$ cat config.mk
export PLATFORM = sky130hd
export DESIGN_NAME = ssd_scan_driver_flat
export DESIGN_NICKNAME = d
export VERILOG_FILES = /design/src/rtl/ssd_scan_driver_pkg.sv /design/src/rtl/ssd_scan_driver_if.sv /design/src/rtl/ssd_scan_driver_glyph_rom.sv /design/src/rtl/ssd_scan_driver.sv /design/src/flat_wrapper.sv
export SDC_FILE = /design/constraint.sdc
export NUM_CORES = 1
export LEC_CHECK = 0
export CORE_MARGIN = 2
export CORE_UTILIZATION = 35
export DETAILED_ROUTE_END_ITERATION = 10
export PLACE_DENSITY_LB_ADDON = 0.12
export SLEW_MARGIN = 10
export SYNTH_ARGS = -nofsm -noshare
export SYNTH_HDL_FRONTEND = slang
export SYNTH_HIERARCHICAL = 1
export SYNTH_SLANG_ARGS = --single-unit
$ cat constraint.sdc
create_clock -name clk -period 3.8 [get_ports clk]
set_input_delay 0.76 -clock clk [delete_from_list [all_inputs] [get_ports clk]]
set_output_delay 0.76 -clock clk [all_outputs]
set_load 0.02 [all_outputs]
$ cat src/rtl/ssd_scan_driver_pkg.sv
// ssd_pkg: glyph codes and shared types for the lock display bus
// Used by the scan driver, its glyph ROM and the lock FSM that produces codes.
package ssd_pkg;
    typedef logic [4:0] glyph_t;
    typedef logic [6:0] seg_t;
    typedef enum logic [1:0] {DIG0, DIG1, DIG2, DIG3} dig_t;
    typedef struct packed {
        glyph_t [3:0] code;
        logic [3:0]   blank;
        logic [3:0]   blink;
    } snap_t;
    localparam glyph_t GLYPH_C     = 5'd12;
    localparam glyph_t GLYPH_D     = 5'd13;
    localparam glyph_t GLYPH_E     = 5'd14;
    localparam glyph_t GLYPH_L     = 5'd16;
    localparam glyph_t GLYPH_DASH  = 5'd17;
    localparam glyph_t GLYPH_BLANK = 5'd18;
    localparam glyph_t GLYPH_P     = 5'd19;
    localparam glyph_t GLYPH_N     = 5'd20;
    localparam glyph_t GLYPH_H     = 5'd21;
    localparam glyph_t GLYPH_U     = 5'd22;
    localparam glyph_t GLYPH_T     = 5'd23;
    localparam snap_t SNAP_RST = '{code: {4{GLYPH_BLANK}}, blank: 4'b0000, blink: 4'b0000};
    function automatic logic [3:0] an_for(dig_t d);
        return ~(4'b0001 << d);
    endfunction
endpackage

$ cat src/rtl/ssd_scan_driver_if.sv
// ssd_scan_driver_if: display bus between the lock FSM and the scan driver
// master: drives code/blank_mask/blink_mask, sees AN/seven_out/frame_done/blink_phase
// slave:  the scan driver
interface ssd_scan_driver_if;
    import ssd_pkg::*;
    logic [19:0] code;
    logic [3:0]  blank_mask;
    logic [3:0]  blink_mask;
    logic [3:0]  AN;
    seg_t        seven_out;
    logic        frame_done;
    logic        blink_phase;
    modport master (
        output code, blank_mask, blink_mask,
        input  AN, seven_out, frame_done, blink_phase
    );
    modport slave (
        input  code, blank_mask, blink_mask,
        output AN, seven_out, frame_done, blink_phase
    );
endinterface

$ cat src/rtl/ssd_scan_driver_glyph_rom.sv
// ssd_glyph_rom: 5-bit glyph code to active-high {a,b,c,d,e,f,g} segments
// Ports: code in 5, seg out 7. Codes 24-31 render blank.
module ssd_glyph_rom
    import ssd_pkg::*;
(
    input  glyph_t code,
    output seg_t   seg
);
    always_comb begin
        case (code)
            5'd0:        seg = 7'b1111110;
            5'd1:        seg = 7'b0110000;
            5'd2:        seg = 7'b1101101;
            5'd3:        seg = 7'b1111001;
            5'd4:        seg = 7'b0110011;
            5'd5:        seg = 7'b1011011;
            5'd6:        seg = 7'b1011111;
            5'd7:        seg = 7'b1110000;
            5'd8:        seg = 7'b1111111;
            5'd9:        seg = 7'b1111011;
            5'd10:       seg = 7'b1110111;
            5'd11:       seg = 7'b0011111;
            GLYPH_C:     seg = 7'b1001110;
            GLYPH_D:     seg = 7'b0111101;
            GLYPH_E:     seg = 7'b1001111;
            5'd15:       seg = 7'b1000111;
            GLYPH_L:     seg = 7'b0001110;
            GLYPH_DASH:  seg = 7'b0000001;
            GLYPH_P:     seg = 7'b1100111;
            GLYPH_N:     seg = 7'b0010101;
            GLYPH_H:     seg = 7'b0110111;
            GLYPH_U:     seg = 7'b0111110;
            GLYPH_T:     seg = 7'b0001111;
            default:     seg = 7'b0000000;
        endcase
    end
endmodule

$ cat src/rtl/ssd_scan_driver.sv
// ssd_scan_driver: four-digit multiplexed seven-segment driver with frame-atomic capture
// Ports: clk, rst (async, active-low), bus (slave): code/blank_mask/blink_mask in,
//        AN/seven_out (active-low, registered), frame_done pulse, blink_phase out.
module ssd_scan_driver
    import ssd_pkg::*;
#(
    parameter int REFRESH_DIV  = 100000,
    parameter int BLINK_FRAMES = 125
) (
    input logic clk,
    input logic rst,
    ssd_scan_driver_if.slave bus
);
    localparam int SW = $clog2(REFRESH_DIV);
    localparam int FW = BLINK_FRAMES > 1 ? $clog2(BLINK_FRAMES) : 1;
    localparam logic [SW-1:0] SLOT_LAST = SW'(REFRESH_DIV - 1);
    localparam logic [SW-1:0] SLOT_ONE  = SW'(1);
    localparam logic [FW-1:0] FRM_LAST  = FW'(BLINK_FRAMES - 1);
    localparam logic [FW-1:0] FRM_ONE   = FW'(1);
    logic [SW-1:0] slot_cnt, slot_nxt;
    logic [FW-1:0] frm, frm_nxt;
    dig_t          dig, dig_nxt;
    snap_t         snap, snap_nxt;
    logic          phase, phase_nxt;
    logic          done, done_nxt;
    logic [3:0]    an, an_nxt;
    seg_t          seg_q, seg_nxt, glyph;
    logic          tc, cap, dark;
    ssd_glyph_rom rom (
        .code (snap.code[dig]),
        .seg  (glyph)
    );
    always_ff @(posedge clk or negedge rst) begin
        if (!rst) begin
            slot_cnt <= '0;
            frm      <= '0;
            dig      <= DIG3;
            snap     <= SNAP_RST;
            phase    <= 1'b0;
            done     <= 1'b0;
            an       <= 4'b1111;
            seg_q    <= 7'b1111111;
        end else begin
            slot_cnt <= slot_nxt;
            frm      <= frm_nxt;
            dig      <= dig_nxt;
            snap     <= snap_nxt;
            phase    <= phase_nxt;
            done     <= done_nxt;
            an       <= an_nxt;
            seg_q    <= seg_nxt;
        end
    end
    // The pins are rendered from the current digit one cycle late, so a capture and
    // blink toggle on the digit-0 TC both land on the next frame's first digit.
    always_comb begin
        tc        = slot_cnt == SLOT_LAST;
        cap       = tc && dig == DIG0;
        slot_nxt  = tc ? '0 : slot_cnt + SLOT_ONE;
        dig_nxt   = tc ? dig_t'(dig - 2'd1) : dig;
        snap_nxt  = cap ? {bus.code, bus.blank_mask, bus.blink_mask} : snap;
        frm_nxt   = cap ? (frm == FRM_LAST ? '0 : frm + FRM_ONE) : frm;
        phase_nxt = phase ^ (cap && frm == FRM_LAST);
        done_nxt  = cap;
        dark      = snap.blank[dig] | (snap.blink[dig] & phase);
        an_nxt    = dark ? 4'b1111 : an_for(dig);
        seg_nxt   = dark ? 7'b1111111 : ~glyph;
    end
    assign bus.AN          = an;
    assign bus.seven_out   = seg_q;
    assign bus.frame_done  = done;
    assign bus.blink_phase = phase;
endmodule

$ cat src/flat_wrapper.sv
// flat-port wrapper written by rule: the top's interface ports become plain ports
module ssd_scan_driver_flat import ssd_pkg::*;
#(
    parameter int REFRESH_DIV  = 100000,
    parameter int BLINK_FRAMES = 125
)
  (clk, rst, bus_code, bus_blank_mask, bus_blink_mask, bus_AN, bus_seven_out, bus_frame_done, bus_blink_phase);
  ssd_scan_driver_if bus_i ();
  input logic clk;
  input logic rst;
  input wire logic [$bits(bus_i.code)-1:0] bus_code;
  input wire logic [$bits(bus_i.blank_mask)-1:0] bus_blank_mask;
  input wire logic [$bits(bus_i.blink_mask)-1:0] bus_blink_mask;
  output wire logic [$bits(bus_i.AN)-1:0] bus_AN;
  output wire logic [$bits(bus_i.seven_out)-1:0] bus_seven_out;
  output wire logic [$bits(bus_i.frame_done)-1:0] bus_frame_done;
  output wire logic [$bits(bus_i.blink_phase)-1:0] bus_blink_phase;
  assign bus_i.code = bus_code;
  assign bus_i.blank_mask = bus_blank_mask;
  assign bus_i.blink_mask = bus_blink_mask;
  assign bus_AN = bus_i.AN;
  assign bus_seven_out = bus_i.seven_out;
  assign bus_frame_done = bus_i.frame_done;
  assign bus_blink_phase = bus_i.blink_phase;
  ssd_scan_driver #(.REFRESH_DIV(REFRESH_DIV), .BLINK_FRAMES(BLINK_FRAMES)) u_core (.clk(clk), .rst(rst), .bus(bus_i));
endmodule
==> results of run 1 <==
## placed cells by master, fill, tap and decap left out, drive strengths merged, types with 10 or more instances in the layout
master,n
a21oi,13
dfstp,21
nor2,12
dfrtp,46
clkdlybuf4s50,41
inv,12
ha,14
clkbuf,10
nand3,10
mux2,32
nand2,22
## worst min-delay path by stage
stage | start | cells past startpoint | to
after CTS | u_core/frm[4]$_DFFE_PN0P_ | 1 | u_core/frm[4]$_DFFE_PN0P_
after floorplan | u_core/frm[4]$_DFFE_PN0P_ | 1 | u_core/frm[4]$_DFFE_PN0P_
final | u_core/snap[26]$_DFFE_PN0P_ | 1 | u_core/snap[26]$_DFFE_PN0P_
after global routing | u_core/snap[13]$_DFFE_PN0P_ | 1 | u_core/snap[13]$_DFFE_PN0P_
after global placement | u_core/snap[20]$_DFFE_PN0P_ | 1 | u_core/snap[20]$_DFFE_PN0P_
after detailed placement | u_core/snap[26]$_DFFE_PN0P_ | 1 | u_core/snap[26]$_DFFE_PN0P_
## per-stage QoR
| step | total power, mW | area [sq um] | util (%) | std cells |
|---|---|---|---|---|
| after floorplan | 0.727 | 3500 | - | 282 |
| after CTS | 1.37 | 4210 | 43.2 | 464 |
| after global routing | 1.40 | 4210 | 43.2 | 464 |
| after global placement | 0.773 | 4010 | 41.2 | 448 |
| after detailed placement | 0.773 | 4010 | 41.2 | 448 |
| final | 1.34 | 4210 | 43.2 | 464 |
## critical path, delay by kind of cell, from the launching register on
kind / cells / cell delay [ns]
multiplexers: 1 / 0.30
AND/OR/NAND/NOR: 3 / 1.45
buffers and inverters: 2 / 0.53
flip-flops: 1 / 0.43
## per-layer routing
metal | vias up | wire length [um] | track usage [%]
met3 | 7 | 279 | 3.95
met2 | 56 | 2910 | 19.5
met4 | 0 | 78 | 5.02
li1 | 1109 | - | -
met5 | - | 0 | 0
met1 | 1091 | 3490 | 18.8
## final cells by class
class | instances | area share, %
Clock buffer | 10 | 3.03
Sequential cell | 67 | 40.5
Multi-Input combinational cell | 190 | 39.3
Inverter | 12 | 1.07
Timing Repair Buffer | 46 | 10.6
Clock inverter | 6 | 1.58
Tap cell | 133 | 3.96
## synth_stat cells (all sizes together), types with 2 or more instances
library cell,number
dfrtp,46
mux2,32
nand2,22
dfstp,21
ha,14
a21oi,13
inv,12
nor2,12
nand3,10
xor2,8
buf,7
mux4,7
xnor2,7
clkbuf,6
nand4,6
mux2i,5
nor3,5
o21ai,5
and3,4
nor2b,4
or4,4
nor4,3
o211a,3
o32ai,3
a31oi,2
and2,2
and4,2
nand4b,2
nand4bb,2
o21a,2
o31ai,2
## flip-flops by register name, summed over array words and instances, names as in the netlist
name	cells
u_core/snap	28
u_core/slot_cnt	17
u_core/bus.seven_out	7
u_core/frm	7
u_core/bus.AN	4
u_core/dig	2
u_core/bus.blink_phase	1
u_core/bus.frame_done	1
## cell families (layout without fill, tap and decap cells)
family | count (synthesis) | after routing
mux | 44 | 44
fa+ha+maj | 14 | 14
xor+xnor | 15 | 15
buf+inv | 25 | 74
simple gates | 80 | 80
compound gates | 37 | 37
flops | 67 | 67
## power by group through the flow
stage | clock (mW) | sequential [mW] | combinational (mW)
after floorplan | 0 | 0.727 | 0.000557
after global placement | 0 | 0.727 | 0.0464
after detailed placement | 0 | 0.727 | 0.0463
after CTS | 0.606 | 0.714 | 0.0465
after global routing | 0.639 | 0.714 | 0.0493
final | 0.584 | 0.714 | 0.0445
==> flow_metrics.tcl, run 1 <==
set metrics [dict create \
    outcome "completed" \
    timing.critical_path.cells "or4_4 -> nor4_4 -> buf_4 -> and2_2 -> buf_4 -> mux2_4" \
    ys_seq_elements 67 \
    antenna_fix_cells 0 \
    ff2ff_setup_slack_ns 0.96 \
    post-place-ws_ns 0.980 \
    register_share_of_total_power_pct 53.2 \
    fillers 926 \
    globalRoute.totalOverflow 0 \
    numClockSinks 67 \
    hold_buffers_post_cts 0 \
    drt_first_iter_violations 136 \
    yosys_warnings 6 \
    detailed_router_iteration_count_before_antenna_repair 4 \
    grt_start_max_net_pins 68 \
    routed_vias 2263 \
    nNetsFinal 370 \
    postCtsSetupBuffers 0 \
    p_per_area_mw_per_mm2 319 \
    area.sequential_sq_mm 0.00170 \
    critical_path_class "reg -> reg" \
    synthSimpleGateAreaFrac_pct 12.8 \
    critical_path_arrival_ns 3.06 \
    critical_path.startpoint_type "flop" \
    tritoncts "done" \
    clock.fmax_ghz 0.352 \
    final_layout_size_suffix_gt1_share_pct 23.9 \
    maxCapViolCount 0 \
    cts.path.max_buffers 2 \
    detailed_place_hpwl_um 4640 \
    leakage_nw 1.82 \
    finClkSkew_ns 0.0123 \
    synthAdderAreaFrac_pct 5.01 \
    finalCriticalPeriod_ns 2.84 \
    synth.yosys.seq_area_share_pct 48.7 \
    crit-reg2reg-capture "u_core/snap[5]$_DFFE_PN0P_" \
    clkTransAtPathRegs_ns 0.08 \
    gp_congestion 0.775 \
    power.share.combinational_pct 3.3 \
    ctsRootBufferMaster "clkbuf_8" \
    wirelength_um 6760 \
    h-tree-depth 3 \
    global_route_wire_length_before_repair_um 11500 \
    floorplan.rows 36 \
    drt-vias-per-instance 4.88 \
    final.hold.worst_slack_ns 0.488 \
    design.portCount 43 \
    critPathSlowestCell "and2_2" \
    top_cell_type_by_total_area_after_synthesis "dfrtp_1" \
    ff2ff_path_depth 6 \
    setup_total_negative_slack_ns 0 \
    area_growth_syn_to_layout_pct 20.2 \
    finalHoldViolations 0 \
    synth_fp_nets 326 \
    first_global_vias 2271 \
    multi_input_area_sq_mm 0.00165 \
    grt_usage_pct 13.4 \
    worst_slew_margin_rel_pct 43.7 \
    critical_path_data_required_time_ns 4.02 \
    hold_path.class "reg -> reg" \
    endpoint "u_core/snap[5]$_DFFE_PN0P_" \
    async_flop_share_pct 100 \
    yosysUniqueCellTypes 49 \
    place.port_buffers 42 \
    route.antenna.remaining_nets 0 \
    most_used_dff_post_synth "dfrtp_1" \
    synth_compound_area_share_pct 7.15 \
    drt-wirelength-per-cell_um 14.6 \
    chipHeight_um 104 \
    power.net_switching_mw 0.299 \
    setup-violations-final 0 \
    core_region_area_sq_mm 0.00973 \
    worst-path-max-fanout 25 \
    clkLatencyLatePin_ns 0.34 \
    synthMuxAreaShare_pct 18.5 \
    largest_family_of_logic_cells_by_synthesized_area "multiplexers" \
    final.period_utilization_pct 74.7 \
    rr_startpoint "u_core/slot_cnt[8]$_DFF_PN0_" \
    post_synth_inst_count 282 \
    internal-power_mw 1.04 \
    synth_area_per_cell_sq_um 12.4 \
    die_extent_in_x_um 104 \
    synth_area_leaders "dfrtp_1 (33%), dfstp_2 (16%), mux2_4 (9.0%)" \
    worst-slew-pin-transition_ns 0.844 \
    drc_violations_left 0 \
    grt_antenna_before_repair 0 \
    post-route-worst-setup-slack_ns 0.960 \
    timing.critical_path.to_type "flop" \
    timing.critical_path.slowest_cell_delay_ns 0.63 \
    finalMaxSlewViolations 0 \
    synth_enable_flop_cells 0 \
    share_clk_of_total_power_pct 43.5 \
    worst_path_most_repeated_cell "buf_4" \
    num_cts_buffers 9 \
    switching_share_pct 22.3 \
    initial_core_util_pct 36.0 \
    area_share_of_the_leading_cell_type_in_the_synthesized_netlist_pct 32.9 \
    critPathLaunch "u_core/slot_cnt[8]$_DFF_PN0_" \
    synth_area_sq_mm 0.00350 \
    grt_setup_unrepaired "no" \
    vdd.ir_drop.worst_v 0.000125 \
    synth_xor_xnor_area_share_pct 3.75 \
    cts_resized 0 \
    floorplan.die_area_sq_mm 0.0108 \
]
No activity file was read; power rests on OpenSTA's default activity.
==> inputs of run 2 (changes only) <==
==> constraint.sdc (replaced) <==
create_clock -name clk -period 2.9 [get_ports clk]
set_input_delay 0.58 -clock clk [delete_from_list [all_inputs] [get_ports clk]]
set_output_delay 0.58 -clock clk [all_outputs]
set_load 0.02 [all_outputs]
==> run 2 against run 1 <==
Combinational power rose by 34%. Clock power rose by 28%. Non-clock buffer count stayed put. Largest cell class unchanged. Critical endpoint is now u_core/bus.seven_out[3]$_DFF_PN1_. Total power up 30%.
==> flow_metrics.tcl, run 2 (synthesized netlist as in run 1, its figures left out) <==
set metrics [dict create \
    ctsRootBufferMaster "clkbuf_8" \
    setup_total_negative_slack_ns 0 \
    share_clk_of_total_power_pct 42.9 \
    num_cts_buffers 9 \
    most-common-layout-cells "dfrtp_1 (46), clkdlybuf4s50_1 (41), nand2_1 (22), mux2_4 (21), dfstp_2 (21)" \
    register_share_of_total_power_pct 53.6 \
    detailed_place_hpwl_um 4670 \
    setup-violations-final 0 \
    post-route-worst-setup-slack_ns 0.270 \
    initial_core_util_pct 36.0 \
    routed_vias 2252 \
    timing.critical_path.to_type "flop" \
    route.antenna.remaining_nets 0 \
    design.portCount 43 \
    finalHoldViolations 0 \
    placed_cell_areas_sq_mm 0.00404 \
    core_region_area_sq_mm 0.00973 \
    crit-reg2reg-capture "u_core/bus.seven_out[3]$_DFF_PN1_" \
    outcome "completed" \
    clkTransAtPathRegs_ns 0.08 \
    floorplan.rows 36 \
    final.period_utilization_pct 90.7 \
    floorplan.die_area_sq_mm 0.0108 \
    hold_path.class "in -> async" \
    first_global_vias 2308 \
    clkLatencyLatePin_ns 0.34 \
    critical_path_data_required_time_ns 3.17 \
    finalCriticalPeriod_ns 2.63 \
    antenna_fix_cells 0 \
    power.share.combinational_pct 3.4 \
    detailed_router_iteration_count_before_antenna_repair 4 \
    drt_first_iter_violations 121 \
    cts.path.max_buffers 2 \
    die_extent_in_x_um 104 \
    grt_usage_pct 13.4 \
    globalRouteMet1Util_pct 20.7 \
    largest-register "u_core/snap" \
    postCtsSetupBuffers 0 \
    place.port_buffers 42 \
    wirelength_um 6610 \
    finalMaxSlewViolations 0 \
    p_per_area_mw_per_mm2 413 \
    drc_violations_left 0 \
    post-route-cell-area_sq_mm 0.00422 \
    most_common_cell_after_layout_fill_and_taps_aside "dfrtp_1" \
    leakage_nw 1.83 \
    chipHeight_um 104 \
    hold_buffers_post_cts 0 \
    largestRegisters "u_core/snap: 28 flops, u_core/slot_cnt: 17 flops" \
    cts_resized 0 \
    final_layout_size_suffix_gt1_share_pct 23.3 \
    critical_path.startpoint_type "flop" \
    h-tree-depth 3 \
    critical_path_arrival_ns 2.90 \
    gr-usage-met2_pct 17.8 \
    grt_setup_unrepaired "no" \
    tritoncts "done" \
    post-place-ws_ns 0.287 \
    rr_startpoint "u_core/dig[0]$_DFFE_PN1N_" \
    grt.met3_usage_pct 2.82 \
    post-route-util_pct 43.4 \
    vdd.ir_drop.worst_v 0.000159 \
    largest_register_ff_count 28 \
    critical_path_class "reg -> reg" \
    globalRoute.totalOverflow 0 \
    busiest_layer "met1" \
    global_route_wire_length_before_repair_um 11700 \
    ff2ff_path_depth 6 \
    maxCapViolCount 0 \
    drt-vias-per-instance 4.85 \
    power.total_mw 1.74 \
    numClockSinks 67 \
    finClkSkew_ns 0.0135 \
    nNetsFinal 370 \
    internal-power_mw 1.37 \
    grt_start_max_net_pins 37 \
    ff2ff_setup_slack_ns 0.27 \
    power.net_switching_mw 0.373 \
    drt-wirelength-per-cell_um 14.3 \
    switching_share_pct 21.4 \
    gp_congestion 0.796 \
    grt_antenna_before_repair 0 \
    worst-slew-pin-transition_ns 0.734 \
    worst-path-max-fanout 8 \
    area_growth_syn_to_layout_pct 20.7 \
    worst_slew_margin_rel_pct 51.1 \
    clock.fmax_ghz 0.380 \
]
## run 2: power by group through the flow
stage | clock network, mW | registers [mW] | logic [mW]
after detailed placement | 0 | 0.952 | 0.0626
after global routing | 0.817 | 0.935 | 0.0665
after global placement | 0 | 0.952 | 0.0625
after floorplan | 0 | 0.953 | 0.000729
final | 0.749 | 0.936 | 0.0596
after CTS | 0.772 | 0.935 | 0.0624
## run 2: per-layer routing
metal | vias to the layer above | share of wire, % | wire length [um]
li1 | 1105 | - | -
met1 | 1089 | 55 | 3620
met2 | 49 | 40 | 2640
met3 | 9 | 3.8 | 249
met4 | 0 | 1.6 | 106
met5 | - | 0 | 0
## run 2: how the worst max path moves through the flow
stage	cells past startpoint	endpoint	from
detailed placement	6	u_core/bus.seven_out[3]$_DFF_PN1_	u_core/dig[0]$_DFFE_PN1N_
CTS	6	u_core/bus.seven_out[3]$_DFF_PN1_	u_core/dig[0]$_DFFE_PN1N_
floorplan	7	u_core/bus.seven_out[3]$_DFF_PN1_	u_core/dig[0]$_DFFE_PN1N_
global route	6	u_core/bus.seven_out[3]$_DFF_PN1_	u_core/dig[0]$_DFFE_PN1N_
global placement	6	u_core/bus.seven_out[3]$_DFF_PN1_	u_core/dig[0]$_DFFE_PN1N_
finish	6	u_core/bus.seven_out[3]$_DFF_PN1_	u_core/dig[0]$_DFFE_PN1N_
## run 2: area by class of cell
class / count / area (sq um)
fillers: 938 / 5510
clock buffers: 12 / 135
clock inverters: 4 / 51.3
flip-flops and latches: 67 / 1700
well taps: 133 / 166
repair buffers: 46 / 470
multi-input cells: 190 / 1650
inverters: 12 / 45.0
## run 2: stage by stage
stage               hold slack (ns)  std cells
finish                        0.292        464
global route                  0.344        464
CTS                           0.310        464
detailed placement            0.470        448
global placement              0.471        448
floorplan                     0.284        282
## run 2: worst max-delay path, cell delays in order (launching register included)
cell and delay (ns):
dfstp_2 0.67, mux4_2 0.63, inv_1 0.16, ha_1 0.29
mux4_2 0.48, mux2_4 0.26, nand2_1 0.07
